==> config.mk <==
export PLATFORM = sky130hd
export DESIGN_NAME = midi_msg_decoder
export DESIGN_NICKNAME = d
export VERILOG_FILES = /design/src/rtl/midi_pkg.sv /design/src/rtl/midi_len_lut.sv /design/src/rtl/midi_msg_decoder.sv
export SDC_FILE = /design/constraint.sdc
export NUM_CORES = 1
export LEC_CHECK = 0
export ABC_AREA = 1
export BUFFER_PORTS_ARGS = -buffer_cell sky130_fd_sc_hd__buf_2
export CAP_MARGIN = 40
export CORE_UTILIZATION = 62
export DETAILED_ROUTE_END_ITERATION = 8
export PLACE_DENSITY_LB_ADDON = 0.1
export SYNTH_ARGS = -nofsm -noshare
export SYNTH_HDL_FRONTEND = slang
export SYNTH_HIERARCHICAL = 1
export SYNTH_SLANG_ARGS = --single-unit
==> constraint.sdc <==
create_clock -name clk -period 3.2 [get_ports clk]
set_input_delay 0 -clock clk [delete_from_list [all_inputs] [get_ports clk]]
set_output_delay 0 -clock clk [all_outputs]
set_load 0.05 [all_outputs]
==> src/rtl/midi_pkg.sv <==
// Shared MIDI definitions: byte-class boundaries, decoder states and the
// status-to-data-length rule used by both the receive and transmit sides.
package midi_pkg;

  localparam logic [7:0] STATUS_MIN = 8'h80;
  localparam logic [7:0] SYSCOM_MIN = 8'hF0;
  localparam logic [7:0] RT_MIN     = 8'hF8;
  localparam logic [7:0] SX_START   = 8'hF0;
  localparam logic [7:0] SX_END     = 8'hF7;

  // Length code returned for bytes that do not start a sized message
  // (data bytes, F0, F4, F5, F7, real-time).
  localparam logic [1:0] LEN_INVALID = 2'd3;

  typedef enum logic [1:0] {
    ST_IDLE    = 2'd0,
    ST_WAIT_D1 = 2'd1,
    ST_WAIT_D2 = 2'd2,
    ST_SYSEX   = 2'd3
  } midi_state_e;

  typedef enum logic [1:0] {
    CLS_DATA   = 2'd0,
    CLS_CHAN   = 2'd1,
    CLS_SYSCOM = 2'd2,
    CLS_RT     = 2'd3
  } midi_class_e;

  function automatic logic [1:0] midi_data_len(input logic [7:0] status);
    logic [1:0] len;
    len = LEN_INVALID;
    if (status >= STATUS_MIN && status < SYSCOM_MIN) begin
      case (status[7:4])
        4'hC, 4'hD: len = 2'd1;
        default:    len = 2'd2;
      endcase
    end else begin
      case (status)
        8'hF1, 8'hF3: len = 2'd1;
        8'hF2:        len = 2'd2;
        8'hF6:        len = 2'd0;
        default:      len = LEN_INVALID;
      endcase
    end
    return len;
  endfunction

endpackage

==> src/rtl/midi_len_lut.sv <==
// Combinational byte classifier: byte class plus expected data length.
module midi_len_lut
  import midi_pkg::*;
(
  input  logic [7:0] status_i,
  output logic [1:0] cls_o,
  output logic [1:0] len_o,
  output logic       len_ok_o
);

  // Classify by range and look up the data length for sized statuses.
  always_comb begin
    len_o    = midi_data_len(status_i);
    len_ok_o = (len_o != LEN_INVALID);
    if (status_i < STATUS_MIN) begin
      cls_o = CLS_DATA;
    end else if (status_i < SYSCOM_MIN) begin
      cls_o = CLS_CHAN;
    end else if (status_i < RT_MIN) begin
      cls_o = CLS_SYSCOM;
    end else begin
      cls_o = CLS_RT;
    end
  end

endmodule

==> src/rtl/midi_msg_decoder.sv <==
// Receive-side MIDI byte-stream decoder: assembles channel and system-common
// messages with running status, forwards real-time bytes and streams SysEx.
//
// state      | meaning
// -----------+------------------------------------------------------------
// ST_IDLE    | no message in progress
// ST_WAIT_D1 | status seen, waiting for first data byte
// ST_WAIT_D2 | first data byte held in d1_q, waiting for second
// ST_SYSEX   | inside SysEx, data bytes are payload
module midi_msg_decoder
  import midi_pkg::*;
#(
  parameter bit SYSEX_EN = 1'b1
) (
  input  logic       clk,
  input  logic       rst,
  input  logic [7:0] in_data,
  input  logic       in_valid,
  output logic       msg_valid,
  output logic [7:0] msg_status,
  output logic [6:0] msg_data1,
  output logic [6:0] msg_data2,
  output logic [1:0] msg_len,
  output logic       rt_valid,
  output logic [7:0] rt_byte,
  output logic       sx_valid,
  output logic [6:0] sx_data,
  output logic       sx_end,
  output logic       err_drop
);

  midi_state_e state_q, state_d;
  logic [7:0]  rs_q, rs_d;
  logic        rs_vld_q, rs_vld_d;
  logic [7:0]  cur_st_q, cur_st_d;
  logic [1:0]  cur_len_q, cur_len_d;
  logic [6:0]  d1_q, d1_d;

  logic        msg_valid_q, msg_valid_d;
  logic [7:0]  msg_status_q, msg_status_d;
  logic [6:0]  msg_data1_q, msg_data1_d;
  logic [6:0]  msg_data2_q, msg_data2_d;
  logic [1:0]  msg_len_q, msg_len_d;
  logic        rt_valid_q, rt_valid_d;
  logic [7:0]  rt_byte_q, rt_byte_d;
  logic        sx_valid_q, sx_valid_d;
  logic [6:0]  sx_data_q, sx_data_d;
  logic        sx_end_q, sx_end_d;
  logic        err_drop_q, err_drop_d;

  logic [1:0]  in_cls;
  logic [1:0]  in_len;
  logic        in_len_ok;
  logic        idle_proc;

  midi_len_lut u_len_lut (
    .status_i (in_data),
    .cls_o    (in_cls),
    .len_o    (in_len),
    .len_ok_o (in_len_ok)
  );

  // Next-state and response logic for one received byte. A status byte that
  // interrupts a partial message or SysEx sets idle_proc so it is handled
  // exactly as if it had arrived in IDLE, within the same cycle.
  always_comb begin
    state_d      = state_q;
    rs_d         = rs_q;
    rs_vld_d     = rs_vld_q;
    cur_st_d     = cur_st_q;
    cur_len_d    = cur_len_q;
    d1_d         = d1_q;
    msg_valid_d  = 1'b0;
    msg_status_d = msg_status_q;
    msg_data1_d  = msg_data1_q;
    msg_data2_d  = msg_data2_q;
    msg_len_d    = msg_len_q;
    rt_valid_d   = 1'b0;
    rt_byte_d    = rt_byte_q;
    sx_valid_d   = 1'b0;
    sx_data_d    = sx_data_q;
    sx_end_d     = 1'b0;
    err_drop_d   = 1'b0;
    idle_proc    = 1'b0;

    if (in_valid) begin
      if (in_cls == CLS_RT) begin
        rt_valid_d = 1'b1;
        rt_byte_d  = in_data;
      end else begin
        case (state_q)
          ST_SYSEX: begin
            if (in_cls == CLS_DATA) begin
              if (SYSEX_EN) begin
                sx_valid_d = 1'b1;
                sx_data_d  = in_data[6:0];
              end
            end else if (in_data == SX_END) begin
              sx_end_d = 1'b1;
              state_d  = ST_IDLE;
            end else begin
              sx_end_d  = 1'b1;
              idle_proc = 1'b1;
            end
          end
          ST_WAIT_D1: begin
            if (in_cls == CLS_DATA) begin
              if (cur_len_q == 2'd1) begin
                msg_valid_d  = 1'b1;
                msg_status_d = cur_st_q;
                msg_data1_d  = in_data[6:0];
                msg_data2_d  = 7'd0;
                msg_len_d    = 2'd1;
                state_d      = ST_IDLE;
              end else begin
                d1_d    = in_data[6:0];
                state_d = ST_WAIT_D2;
              end
            end else begin
              err_drop_d = 1'b1;
              idle_proc  = 1'b1;
            end
          end
          ST_WAIT_D2: begin
            if (in_cls == CLS_DATA) begin
              msg_valid_d  = 1'b1;
              msg_status_d = cur_st_q;
              msg_data1_d  = d1_q;
              msg_data2_d  = in_data[6:0];
              msg_len_d    = 2'd2;
              state_d      = ST_IDLE;
            end else begin
              err_drop_d = 1'b1;
              idle_proc  = 1'b1;
            end
          end
          default: idle_proc = 1'b1;
        endcase

        if (idle_proc) begin
          state_d = ST_IDLE;
          case (in_cls)
            CLS_DATA: begin
              if (rs_vld_q) begin
                if (midi_data_len(rs_q) == 2'd1) begin
                  msg_valid_d  = 1'b1;
                  msg_status_d = rs_q;
                  msg_data1_d  = in_data[6:0];
                  msg_data2_d  = 7'd0;
                  msg_len_d    = 2'd1;
                end else begin
                  cur_st_d  = rs_q;
                  cur_len_d = 2'd2;
                  d1_d      = in_data[6:0];
                  state_d   = ST_WAIT_D2;
                end
              end else begin
                err_drop_d = 1'b1;
              end
            end
            CLS_CHAN: begin
              rs_d      = in_data;
              rs_vld_d  = 1'b1;
              cur_st_d  = in_data;
              cur_len_d = in_len;
              state_d   = ST_WAIT_D1;
            end
            default: begin
              // System common: never becomes running status, and clears it.
              rs_d     = 8'h00;
              rs_vld_d = 1'b0;
              if (in_data == SX_START) begin
                state_d = ST_SYSEX;
              end else if (in_len_ok) begin
                if (in_len == 2'd0) begin
                  msg_valid_d  = 1'b1;
                  msg_status_d = in_data;
                  msg_data1_d  = 7'd0;
                  msg_data2_d  = 7'd0;
                  msg_len_d    = 2'd0;
                end else begin
                  cur_st_d  = in_data;
                  cur_len_d = in_len;
                  state_d   = ST_WAIT_D1;
                end
              end
            end
          endcase
        end
      end
    end
  end

  // State and registered outputs; reset discards any partial message.
  always_ff @(posedge clk) begin
    if (rst) begin
      state_q      <= ST_IDLE;
      rs_q         <= 8'h00;
      rs_vld_q     <= 1'b0;
      cur_st_q     <= 8'h00;
      cur_len_q    <= 2'd0;
      d1_q         <= 7'd0;
      msg_valid_q  <= 1'b0;
      msg_status_q <= 8'h00;
      msg_data1_q  <= 7'd0;
      msg_data2_q  <= 7'd0;
      msg_len_q    <= 2'd0;
      rt_valid_q   <= 1'b0;
      rt_byte_q    <= 8'h00;
      sx_valid_q   <= 1'b0;
      sx_data_q    <= 7'd0;
      sx_end_q     <= 1'b0;
      err_drop_q   <= 1'b0;
    end else begin
      state_q      <= state_d;
      rs_q         <= rs_d;
      rs_vld_q     <= rs_vld_d;
      cur_st_q     <= cur_st_d;
      cur_len_q    <= cur_len_d;
      d1_q         <= d1_d;
      msg_valid_q  <= msg_valid_d;
      msg_status_q <= msg_status_d;
      msg_data1_q  <= msg_data1_d;
      msg_data2_q  <= msg_data2_d;
      msg_len_q    <= msg_len_d;
      rt_valid_q   <= rt_valid_d;
      rt_byte_q    <= rt_byte_d;
      sx_valid_q   <= sx_valid_d;
      sx_data_q    <= sx_data_d;
      sx_end_q     <= sx_end_d;
      err_drop_q   <= err_drop_d;
    end
  end

  assign msg_valid  = msg_valid_q;
  assign msg_status = msg_status_q;
  assign msg_data1  = msg_data1_q;
  assign msg_data2  = msg_data2_q;
  assign msg_len    = msg_len_q;
  assign rt_valid   = rt_valid_q;
  assign rt_byte    = rt_byte_q;
  assign sx_valid   = sx_valid_q;
  assign sx_data    = sx_data_q;
  assign sx_end     = sx_end_q;
  assign err_drop   = err_drop_q;

endmodule
Yosys cells after proc, flatten, opt, wreduce, memory -nomap -nowiden:

Cells that the tools add are included.

* flip-flop bits (word level): 72
* bits of input ports: 11
* output and inout bits: 44
* word-level logic and storage cells: 191

* order comparisons: 6
* equality and inequality tests: 30
* multiplexer cells: 114
* bitwise operators: 4
* reduce and logical (&&, ||, !) cells: 20

Operators by type and width (count)
* $mux 7: 25
* $mux 8: 14
* $eq 8x8->1 const B: 10
* $mux 2: 34
* $pmux 8 s2: 4
* $pmux 7 s2: 4
* $lt 8x8->1 const B: 4
* $mux 1: 22
* $pmux 2 s3: 3
* $eq 4x4->1 const B: 4
* $ge 8x8->1 const B: 2
* $pmux 2 s2: 4
* $ne 3x3->1 const B: 4
* $reduce_or 2->1: 6
* $eq 2x1->1 const B: 4
* $pmux 1 s2: 4
* $reduce_and 4->1: 2
* $reduce_and 8->1: 1
* $reduce_and 7->1: 1
* $eq 2x2->1 const B: 3
* $ne 2x2->1 const B: 3
* $ne 3x2->1 const B: 2
* $logic_not 2->1: 2
* $not 1->1: 4
* 6 further kinds: 8

Longest topological paths before layout:

Gate-level depths: netlist of the first run.

* depth in word-level cells: 17
* depth in mapped cells: 16

Hierarchy:

Netlist of the first run, hierarchy kept.

By module, submodules not included
* midi_msg_decoder: times used 1, cells an instance 588, area each 3962.6 µm², sequential area each 1441.4 µm²
* midi_len_lut: times used 1, cells an instance 25, area each 120.1 µm², sequential area each 0.0 µm²

Least setup slack after synthesis of the first run:

OpenSTA, ideal clock, no wires.

* path kind: in2reg
* start point: input in_data[5]
* end point: register msg_data1_q[2] (netlist: msg_data1[2])
* setup time: 0.067 ns
* arrival time: 1.843 ns
* setup slack: 1.290 ns
* cell stages on the path: 14
* buffers on the path: 2
* cells stage by stage: nand2_1 nor2_4 a21boi_0 inv_1 ha_1 buf_4 o21ai_0 inv_1 nand2_1 buf_4 nand2_1 o221ai_1 nand2_1 a21oi_2

RTL lines
* start: declaration: line midi_msg_decoder.sv:17 `input logic [7:0] in_data,`
* $lt 8x8->1: line midi_len_lut.sv:17 `end else if (status_i < SYSCOM_MIN) begin`
* $mux 2: line midi_len_lut.sv:17
* $mux 2 (*): line midi_len_lut.sv:15 `if (status_i < STATUS_MIN) begin`
* via in_cls[1]: line midi_msg_decoder.sv:51 `logic [1:0] in_cls;`
* $logic_not 2->1
* $mux 7 (on tied branches): line midi_msg_decoder.sv:125, midi_msg_decoder.sv:107
* $pmux 7 s2: line midi_msg_decoder.sv:91 `case (state_q)`
* $mux 7: line midi_msg_decoder.sv:175 `if (in_len == 2'd0) begin`
* $mux 7: line midi_msg_decoder.sv:174 `end else if (in_len_ok) begin`
* $mux 7: line midi_msg_decoder.sv:172 `if (in_data == SX_START) begin`
* $pmux 7 s2: line midi_msg_decoder.sv:142 `case (in_cls)`
* $mux 7: line midi_msg_decoder.sv:140 `if (idle_proc) begin`
* end signal: assignment: line midi_msg_decoder.sv:223 `msg_data1_q <= msg_data1_d;`
* end: declaration: line midi_msg_decoder.sv:41 `logic [6:0] msg_data1_q, msg_data1_d;`

The timed path passes the listed nets; every way through them passes the cells marked *. The select of a mux whose other input is x is not followed.
A chain may end at the register's enable or synchronous reset.

Final worst setup path of the first run:

* start point: input in_data[5]
* end point: register msg_status_q[4] (netlist: msg_status[4])

RTL lines
* $lt 8x8->1: line midi_len_lut.sv:17
* $mux 2: line midi_len_lut.sv:17
* $mux 2 (*): line midi_len_lut.sv:15
* via in_cls[1]: line midi_msg_decoder.sv:51
* $logic_not 2->1
* $mux 8 (on tied branches): line midi_msg_decoder.sv:125, midi_msg_decoder.sv:107
* $pmux 8 s2: line midi_msg_decoder.sv:91
* $mux 8: line midi_msg_decoder.sv:175
* $mux 8: line midi_msg_decoder.sv:174
* $mux 8: line midi_msg_decoder.sv:172
* $pmux 8 s2: line midi_msg_decoder.sv:142
* $mux 8: line midi_msg_decoder.sv:140
* end signal: assignment: line midi_msg_decoder.sv:222 `msg_status_q <= msg_status_d;`
* end: declaration: line midi_msg_decoder.sv:40 `logic [7:0] msg_status_q, msg_status_d;`

Marked as above.

==> results of run 1 <==
worst max-delay path: cells and delay by family:
kind / cells / cell delay, ns
AO/OA/AOI/OAI: 2 / 0.60
adder cells (fa/ha/maj): 1 / 0.30
buffers and inverters: 2 / 0.34
AND/OR/NAND/NOR: 9 / 1.33
power by group through the flow:
stage               sequential, W  combinational [W]  clock (W)
detailed placement       0.000976           0.000400          0
global route             0.000959           0.000449   0.000941
finish                   0.000956           0.000409   0.000898
floorplan                 0.00102           0.000267          0
global placement         0.000975           0.000394          0
CTS                      0.000955           0.000403   0.000898
logic make-up (layout without fill, tap and decap cells):
| group | after synthesis | count (layout) |
|---|---|---|
| simple gates | 324 | 324 |
| compound gates | 117 | 117 |
| buf+inv | 90 | 138 |
| flops | 72 | 72 |
| fa+ha+maj | 8 | 8 |
| mux | 2 | 2 |
state kept, by name (all words and copies together), names as in the netlist, 2 cells and up:
| register | flops |
|---|---|
| d1_q | 7 |
| msg_len | 2 |
| rt_byte | 8 |
| msg_status | 8 |
| sx_data | 7 |
| state_q | 2 |
| cur_st_q | 8 |
| cur_len_q | 2 |
| rs_q | 8 |
| msg_data2 | 7 |
| msg_data1 | 7 |
metrics by stage:
stage	cells	utilization	instance area, um2	hold WS (ns)	worst slack [ns]
after global placement	722	0.681	4330	0.387	0.756
after global routing	738	0.721	4580	0.0503	0.677
final	738	0.721	4580	0.0310	0.881
after CTS	738	0.721	4580	0.0272	0.919
after floorplan	613	-	4080	0.0691	1.29
after detailed placement	722	0.681	4330	0.386	0.568
area by class of cell:
cell class	count	area share
Multi-Input combinational cell	451	0.488
Clock inverter	5	0.0224
Sequential cell	72	0.315
Inverter	61	0.0503
Tap cell	77	0.0210
Clock buffer	11	0.0331
Timing Repair Buffer	61	0.0705
cell usage after synthesis, types with 8 or more instances:
| cell | instances | area share |
|---|---|---|
| a21oi_1 | 38 | 0.047 |
| inv_1 | 57 | 0.052 |
| nand2_1 | 174 | 0.16 |
| buf_2 | 11 | 0.013 |
| dfxtp_1 | 72 | 0.35 |
| nand3_1 | 43 | 0.053 |
| nand2_2 | 10 | 0.015 |
| nor2_1 | 68 | 0.063 |
| o21ai_0 | 60 | 0.074 |
| ha_1 | 8 | 0.025 |
layer usage:
layer	vias up	share of wire	global-route usage	wire length, um
met5	-	0	0	0
met4	0	0.050	0.221	556
met3	50	0.086	0.0547	944
met2	214	0.45	0.527	4980
met1	1888	0.41	0.416	4530
li1	2052	-	-	-
path summary, 6_finish.rpt:
check / startpoint / endpoint / slack, ns / cells after the start
max: in_data[5] / msg_status[4]$_SDFFE_PP0P_ / 0.88 / 14
min: in_data[7] / rs_q[7]$_SDFFE_PP0P_ / 0.03 / 3
max reg2reg: state_q[0]$_SDFFE_PP0P_ / msg_data1[6]$_SDFFE_PP0P_ / 0.93 / 13
min reg2reg: msg_status[0]$_SDFFE_PP0P_ / msg_status[0]$_SDFFE_PP0P_ / 0.47 / 2
==> metrics.md, run 1 <==
| Metric | Value |
|---|---|
| Outcome | `finished, final reports clean` |
| Clock latency on the worst-skew pair | `roughly 0.35 ns` |
| Ys Warns | `6` |
| Post-route DRC | `0` |
| Clk pin slew, worst setup/hold paths | `approximately 0.080 ns` |
| Post-DP HPWL | `approximately 7500 um` |
| Max VDD drop | `392 uV` |
| Combinational fraction of design power | `0.181` |
| Routability Congestion | `~0.9` |
| Req. time, crit path | `3.44 ns` |
| Worst-Margin Slew | `between 0.5 and 0.6 ns` |
| IO buf count | `54` |
| Total power draw | `0.00226 W` |
| EDFF count, synth | `0` |
| Synthesis-to-layout area growth | `12.2%` |
| Sequential cell area | `approximately 0.0014 mm2` |
| Seq/Total Area, Yosys | `0.353` |
| Adder-cell share of the synthesized area | `0.0245` |
| Period utilisation layout | `0.725` |
| Initial core utilization | `0.643` |
| WL/cell | `around 15 um` |
| ANT nets after route | `0` |
| Vias | `around 4200` |
| Crit-path slowest cell | `a21boi_0` |
| Post-Syn Area per Cell | `around 6.7 um2` |
| Die area | `approximately 0.0069 mm2` |
| Synth Flop Type | `dfxtp_1` |
| Die height | `between 80 and 90 um` |
| Startpoint types | `primary input` |
| Sequential power share | `0.422` |
| Count of cell types in the netlist | `34` |
| Slew Limit Fails | `0` |
| Iteration-0 DRC Markers | `between 200 and 300` |
| Commonest non-fill, non-tap cell in the layout | `nand2_1` |
| Tmin final | `2.32 ns` |
| Post-CTS setup buffer count | `0` |
| Root Buffer | `clkbuf_8` |
| Main combinational cell family by area after synthesis | `simple AND/OR/NAND/NOR gates` |
| Async SR Flop Fraction | `0` |
| Die width | `between 80 and 90 um` |
| Post-CTS resize count | `0` |
| First-pass GRT wire length | `between 15000 and 20000 um` |
| Mapped Nets | `around 630` |
| CP endpoint kind | `register` |
| Synth Register Bits | `slightly above 70` |
| Fmax | `431 MHz` |
| Footprint of the multi-input gates | `roughly 0.0022 mm2` |
| Compound-gate portion of the synthesized area | `0.161` |
| Via density | `~5.7` |
| Total track usage | `0.332` |
| Crit Path Max Fanout | `26` |
| Final setup fails | `0` |
| Num CTS Buffers | `9` |
| Overflow after GRT | `0` |
| Setup_tns | `0 ns` |
| Antenna cells | `0` |
| Simple logic cell fraction of the synthesized area | `0.356` |
| Kind of critical path | `primary input to register` |
| I/O Pins | `55` |
| Hold Path Class | `primary input to register` |
| H-tree levels | `3` |
| Share of synthesized area spent on multiplexers | `0.00490` |
| Sink Count | `a little over 70` |
| Number of antenna violations at the first check in global routing | `0` |
| Max-capacitance violation count | `0` |
| Power Dens Cells | `494 mW/mm2` |
| Unrepaired setup endpoints after global routing | `no` |
| Clock tree buffer depth | `2` |
| Sw Ratio | `0.294` |
| Number of fill cells | `between 500 and 600` |
| Cell-internal power | `0.00160 W` |
| Leakage | `roughly 2.3 nW` |
| Clock skew | `0.00768 ns` |
| Largest net degree at the start of global routing | `34` |
| Final WL | `~11000 um` |
| Relative slew slack | `0.656` |
| Switch Pwr | `approximately 0.00066 W` |
| Xor and xnor area share after synthesis | `0` |
| Mapped Cells | `approximately 610` |
| Power share of the clock group | `0.397` |
| Mapped Area | `around 0.0041 mm2` |
| CP dominant cell by count | `nor2_1` |
| Vias in the first global route | `3942` |
| CP cell instances | `buf_2, nand2_1, nor2_4, a21boi_0, inv_1, ha_1, nor2_1, nand2_4, nand2_8, o21ai_0, nor2_1, nor2_1, nor2_1, nor2_1` |
| CP max stage delay | `~0.42 ns` |
| Crit path DAT | `2.56 ns` |
| Share of cells above drive strength 1 | `0.177` |
| Final nets | `around 680` |
| Rows | `29` |
| Commonest non-fill, non-tap cells in the layout | `nand2_1 (174), dfxtp_1 (72), nor2_1 (67)` |
| Final hold vios | `0` |
| First-pass DRT Iterations | `5` |
| Core box area | `around 0.0063 mm2` |
| TritonCTS clock tree | `yes` |
| Hold buffers post-CTS | `0` |
Note: power is estimated with default switching activity, not from simulation.
==> inputs of run 2 (changes only) <==
--- a/config.mk
+++ b/config.mk
@@ -5,10 +5,10 @@
 export SDC_FILE = /design/constraint.sdc
 export NUM_CORES = 1
 export LEC_CHECK = 0
-export ABC_AREA = 1
+export ABC_AREA = 0
 export BUFFER_PORTS_ARGS = -buffer_cell sky130_fd_sc_hd__buf_2
 export CAP_MARGIN = 40
-export CORE_UTILIZATION = 62
+export CORE_UTILIZATION = 57
 export DETAILED_ROUTE_END_ITERATION = 8
 export PLACE_DENSITY_LB_ADDON = 0.1
 export SYNTH_ARGS = -nofsm -noshare
==> constraint.sdc (replaced) <==
create_clock -name clk -period 2.3 [get_ports clk]
set_input_delay 0 -clock clk [delete_from_list [all_inputs] [get_ports clk]]
set_output_delay 0 -clock clk [all_outputs]
set_load 0.05 [all_outputs]
==> run 2 against run 1 <==
Against the previous run:
- worst hold slack gained 0.013 ns
- first-iteration DRC count up 2.7%
- clock skew rose by 0.0040 ns
- register-to-register slack got worse by 0.76 ns
- combinational power increased by 15%
- critical path depth decreased by 2
- clock-buffer cell count fell by 1
- non-clock buffer count rose by 41
- setup slack lost 0.77 ns
- sequential power grew 37%
- synthesized area shrank 13%
- via count is 16% lower
==> metrics.md, run 2 <==
| Metric | Value |
|---|---|
| Outcome | `finished, final reports clean` |
| Simple logic cell fraction of the synthesized area | `0.210 (-0.147)` |
| Unrepaired setup endpoints after global routing | `no` |
| Cell-internal power | `0.00200 W (+25%)` |
| Power Dens Cells | `645 mW/mm2 (+31%)` |
| Max-capacitance violation count | `0 (unchanged)` |
| Crit Path Max Fanout | `7 (-73%)` |
| Die width | `80.9 um (-2.7%)` |
| First-pass DRT Iterations | `5 (unchanged)` |
| Num CTS Buffers | `9 (unchanged)` |
| Die height | `80.9 um (-2.7%)` |
| Async SR Flop Fraction | `0 (unchanged)` |
| Final setup fails | `0 (unchanged)` |
| Share of cells above drive strength 1 | `0.266 (+0.0886)` |
| Final hold vios | `0 (unchanged)` |
| IO buf count | `54 (unchanged)` |
| Post-Syn Area per Cell | `8.40 um2 (+26%)` |
| Post-DP HPWL | `7130 um (-5.1%)` |
| DP Worst Slack | `-0.0673 ns (-0.635 ns)` |
| Req. time, crit path | `2.59 ns (-0.85 ns)` |
| Synth Register Bits | `72 (unchanged)` |
| Startpoint types | `primary input` |
| Routability Congestion | `0.937 (+2.4%)` |
| Final nets | `526 (-22%)` |
| Rows | `28 (-3.4%)` |
| Antenna cells | `0 (unchanged)` |
| EDFF count, synth | `0 (unchanged)` |
| Relative slew slack | `0.600 (-0.0559)` |
| Max VDD drop | `459 uV (+17%)` |
| Sequential power share | `0.464 (+0.042)` |
| Core box area | `0.00596 mm2 (-6.2%)` |
| Mapped Cells | `422 (-31%)` |
| Hold Path Class | `primary input to register` |
| Final WL | `10200 um (-7.5%)` |
| Leading cell type by number of instances after synthesis | `dfxtp_1` |
| Clock tree buffer depth | `2 (unchanged)` |
| Total track usage | `0.331 (-0.00100)` |
| Clock latency on the worst-skew pair | `0.35 ns (about the same)` |
| CP dominant cell by count | `a21oi_1` |
| Overflow after GRT | `0 (unchanged)` |
| H-tree levels | `3 (unchanged)` |
| Sink Count | `72 (unchanged)` |
| Iteration-0 DRC Markers | `299 (+2.7%)` |
| Top cell type's share of synthesized area | `0.406 (+0.0534)` |
| I/O Pins | `55 (unchanged)` |
| ANT nets after route | `0 (unchanged)` |
| Tmin final | `around 2.2 ns` |
| Initial core utilization | `0.595 (-0.0476)` |
| First-pass GRT wire length | `16200 um (-12%)` |
| Commonest non-fill, non-tap cell in the layout | `dfxtp_1` |
| Compound-gate portion of the synthesized area | `0.256 (+0.0946)` |
| Setup ws final | `0.113 ns (-0.768 ns)` |
| Adder-cell share of the synthesized area | `0.0282 (+0.00371)` |
| Kind of critical path | `primary input to register` |
| Area leader, netlist | `dfxtp_1` |
| Synth Flop Type | `dfxtp_1` |
| Sw Ratio | `0.294 (+0.000342)` |
| Crit-path slowest cell | `dlygate4sd3_1` |
| Slew Limit Fails | `0 (unchanged)` |
| Count of cell types in the netlist | `60 (+76%)` |
| Seq/Total Area, Yosys | `0.406 (+0.0534)` |
| Synth top cells by count | `dfxtp_1 (72), nand2_1 (47), a21oi_1 (46)` |
| Switch Pwr | `0.000832 W (+25%)` |
| TritonCTS clock tree | `yes` |
| Area contributors post-synth | `dfxtp_1 (41%), a21oi_1 (6.5%), nand2_1 (5.0%)` |
| Mapped Nets | `441 (-30%)` |
| CP endpoint kind | `register` |
| Post-route DRC | `0 (unchanged)` |
| Design Area, Final | `0.00439 mm2 (-4.2%)` |
| Placed cell areas | `0.00413 mm2 (-4.6%)` |
| Leakage | `1.77 nW (-22%)` |
| Vias | `3535 (-16%)` |
| WL/cell | `17.4 um (+16%)` |
| Main combinational cell family by area after synthesis | `compound AO/OA/AOI/OAI gates` |
| Number of antenna violations at the first check in global routing | `0 (unchanged)` |
| Share of synthesized area spent on multiplexers | `0.0483 (+0.0434)` |
| Commonest non-fill, non-tap cells in the layout | `dfxtp_1 (71), buf_2 (54), nand2_1 (47)` |
| Vias in the first global route | `3282 (-17%)` |
| Post-CTS setup buffer count | `0 (unchanged)` |
| Setup_tns | `0 ns (unchanged)` |
| Combinational fraction of design power | `0.166 (-0.015)` |
| Period utilisation layout | `0.951` |
| Synthesis-to-layout area growth | `23.7%` |
| Mapped Area | `0.00355 mm2 (-13%)` |
| Number of fill cells | `499 (-7.9%)` |
| Clock skew | `0.0117 ns (+0.00402 ns)` |
| Via density | `6.02 (+5.7%)` |
| Xor and xnor area share after synthesis | `0 (unchanged)` |
| Worst-Margin Slew | `0.600 ns (+0.0885 ns)` |
| Crit path DAT | `2.47 ns (-0.09 ns)` |
| Power share of the clock group | `0.370 (-0.027)` |
| CP max stage delay | `0.53 ns (+0.11 ns)` |
| Ys Warns | `6 (unchanged)` |
| Fmax | `457 MHz` |
| Die area | `0.00654 mm2 (-5.4%)` |
| R2R setup slack | `0.17 ns (-0.76 ns)` |
| Clk pin slew, worst setup/hold paths | `0.08 ns (about the same)` |
| Largest net degree at the start of global routing | `56 (+65%)` |
| CP cell instances | `dlygate4sd3_1, buf_2, nand2b_1, a21oi_1, o211ai_1, nor2_1, and3_4, buf_4, a22o_1, a21boi_2, o21ai_0, a21oi_1` |
| Root Buffer | `clkbuf_8` |
## run 2: cell types whose count changed in the layout (fill, tap and decap cells not counted), sizes merged, moves of 8 or more
cell    change
inv        -45
nand3      -23
mux2i      +14
a221o       +8
nor2       -41
o21ai      -34
a211oi      +9
nand2     -141
buf        +38
## run 2: layout make-up
cell class                 count  area [um2]  area share
clock buffer                  10         138      0.0314
sequential                    72        1440       0.329
clock inverter                 6        65.1      0.0148
inverter                      13        48.8      0.0111
multi-input combinational    309        1940       0.443
timing repair buffer         102         654       0.149
tap                           75        93.8      0.0214
## run 2: kinds of logic (layout without fill, tap and decap cells)
kind of cell             count (synthesis)  in the layout
AND/OR/NAND/NOR                        151            151
AO/OA/AOI/OAI                          133            133
flip-flops                              72             72
buffers and inverters                   41            131
multiplexers                            17             17
adder cells (fa/ha/maj)                  8              8
## run 2: worst paths after layout
kind | startpoint | to | cells past startpoint
setup / recovery | in_data[2] | msg_status[3]$_SDFFE_PP0P_ | 12
hold / removal | in_valid | rt_byte[1]$_SDFFE_PP0P_ | 3
setup reg to reg | state_q[1]$_SDFFE_PP0P_ | msg_status[5]$_SDFFE_PP0P_ | 10
hold reg to reg | rt_byte[5]$_SDFFE_PP0P_ | rt_byte[5]$_SDFFE_PP0P_ | 2
## run 2: timing repair
| action | 4_1_cts | 5_1_grt |
|---|---|---|
| gates resized for setup | 0 | 6 |
| hold buffers | 3 | 0 |
| endpoints found under the setup margin | 0 | 19 |
| endpoints found under the hold margin | 5 | 0 |
## run 2: power by group through the flow
stage,registers [W],clock network [W],logic (W)
after floorplan,0.00137,0,0.000257
after global placement,0.00134,0,0.000444
after detailed placement,0.00134,0,0.000452
after CTS,0.00131,0.00105,0.000459
after global routing,0.00132,0.00110,0.000505
final,0.00131,0.00105,0.000470
## run 2: layer usage
metal	up-vias	global-route usage	routed length [um]
met3	27	0.0629	614
li1	1682	-	-
met2	156	0.529	4710
met4	0	0.155	285
met1	1670	0.429	4570
met5	-	0	0
## run 2: stage by stage
stage / total power, W / hold WS (ns) / util / std cells
after global placement: 0.00178 / 0.300 / 0.693 / 568
final: 0.00283 / 0.0444 / 0.736 / 587
after floorplan: 0.00162 / 0.148 / - / 422
after detailed placement: 0.00179 / 0.298 / 0.693 / 568
after CTS: 0.00282 / 0.0424 / 0.732 / 587
after global routing: 0.00293 / 0.0534 / 0.736 / 587
## run 2: worst max-delay path: cells and delay by family
kind / cells / cell delay [ns]
AO/OA/AOI/OAI: 6 / 1.15
buffers and inverters: 3 / 0.88
AND/OR/NAND/NOR: 3 / 0.44
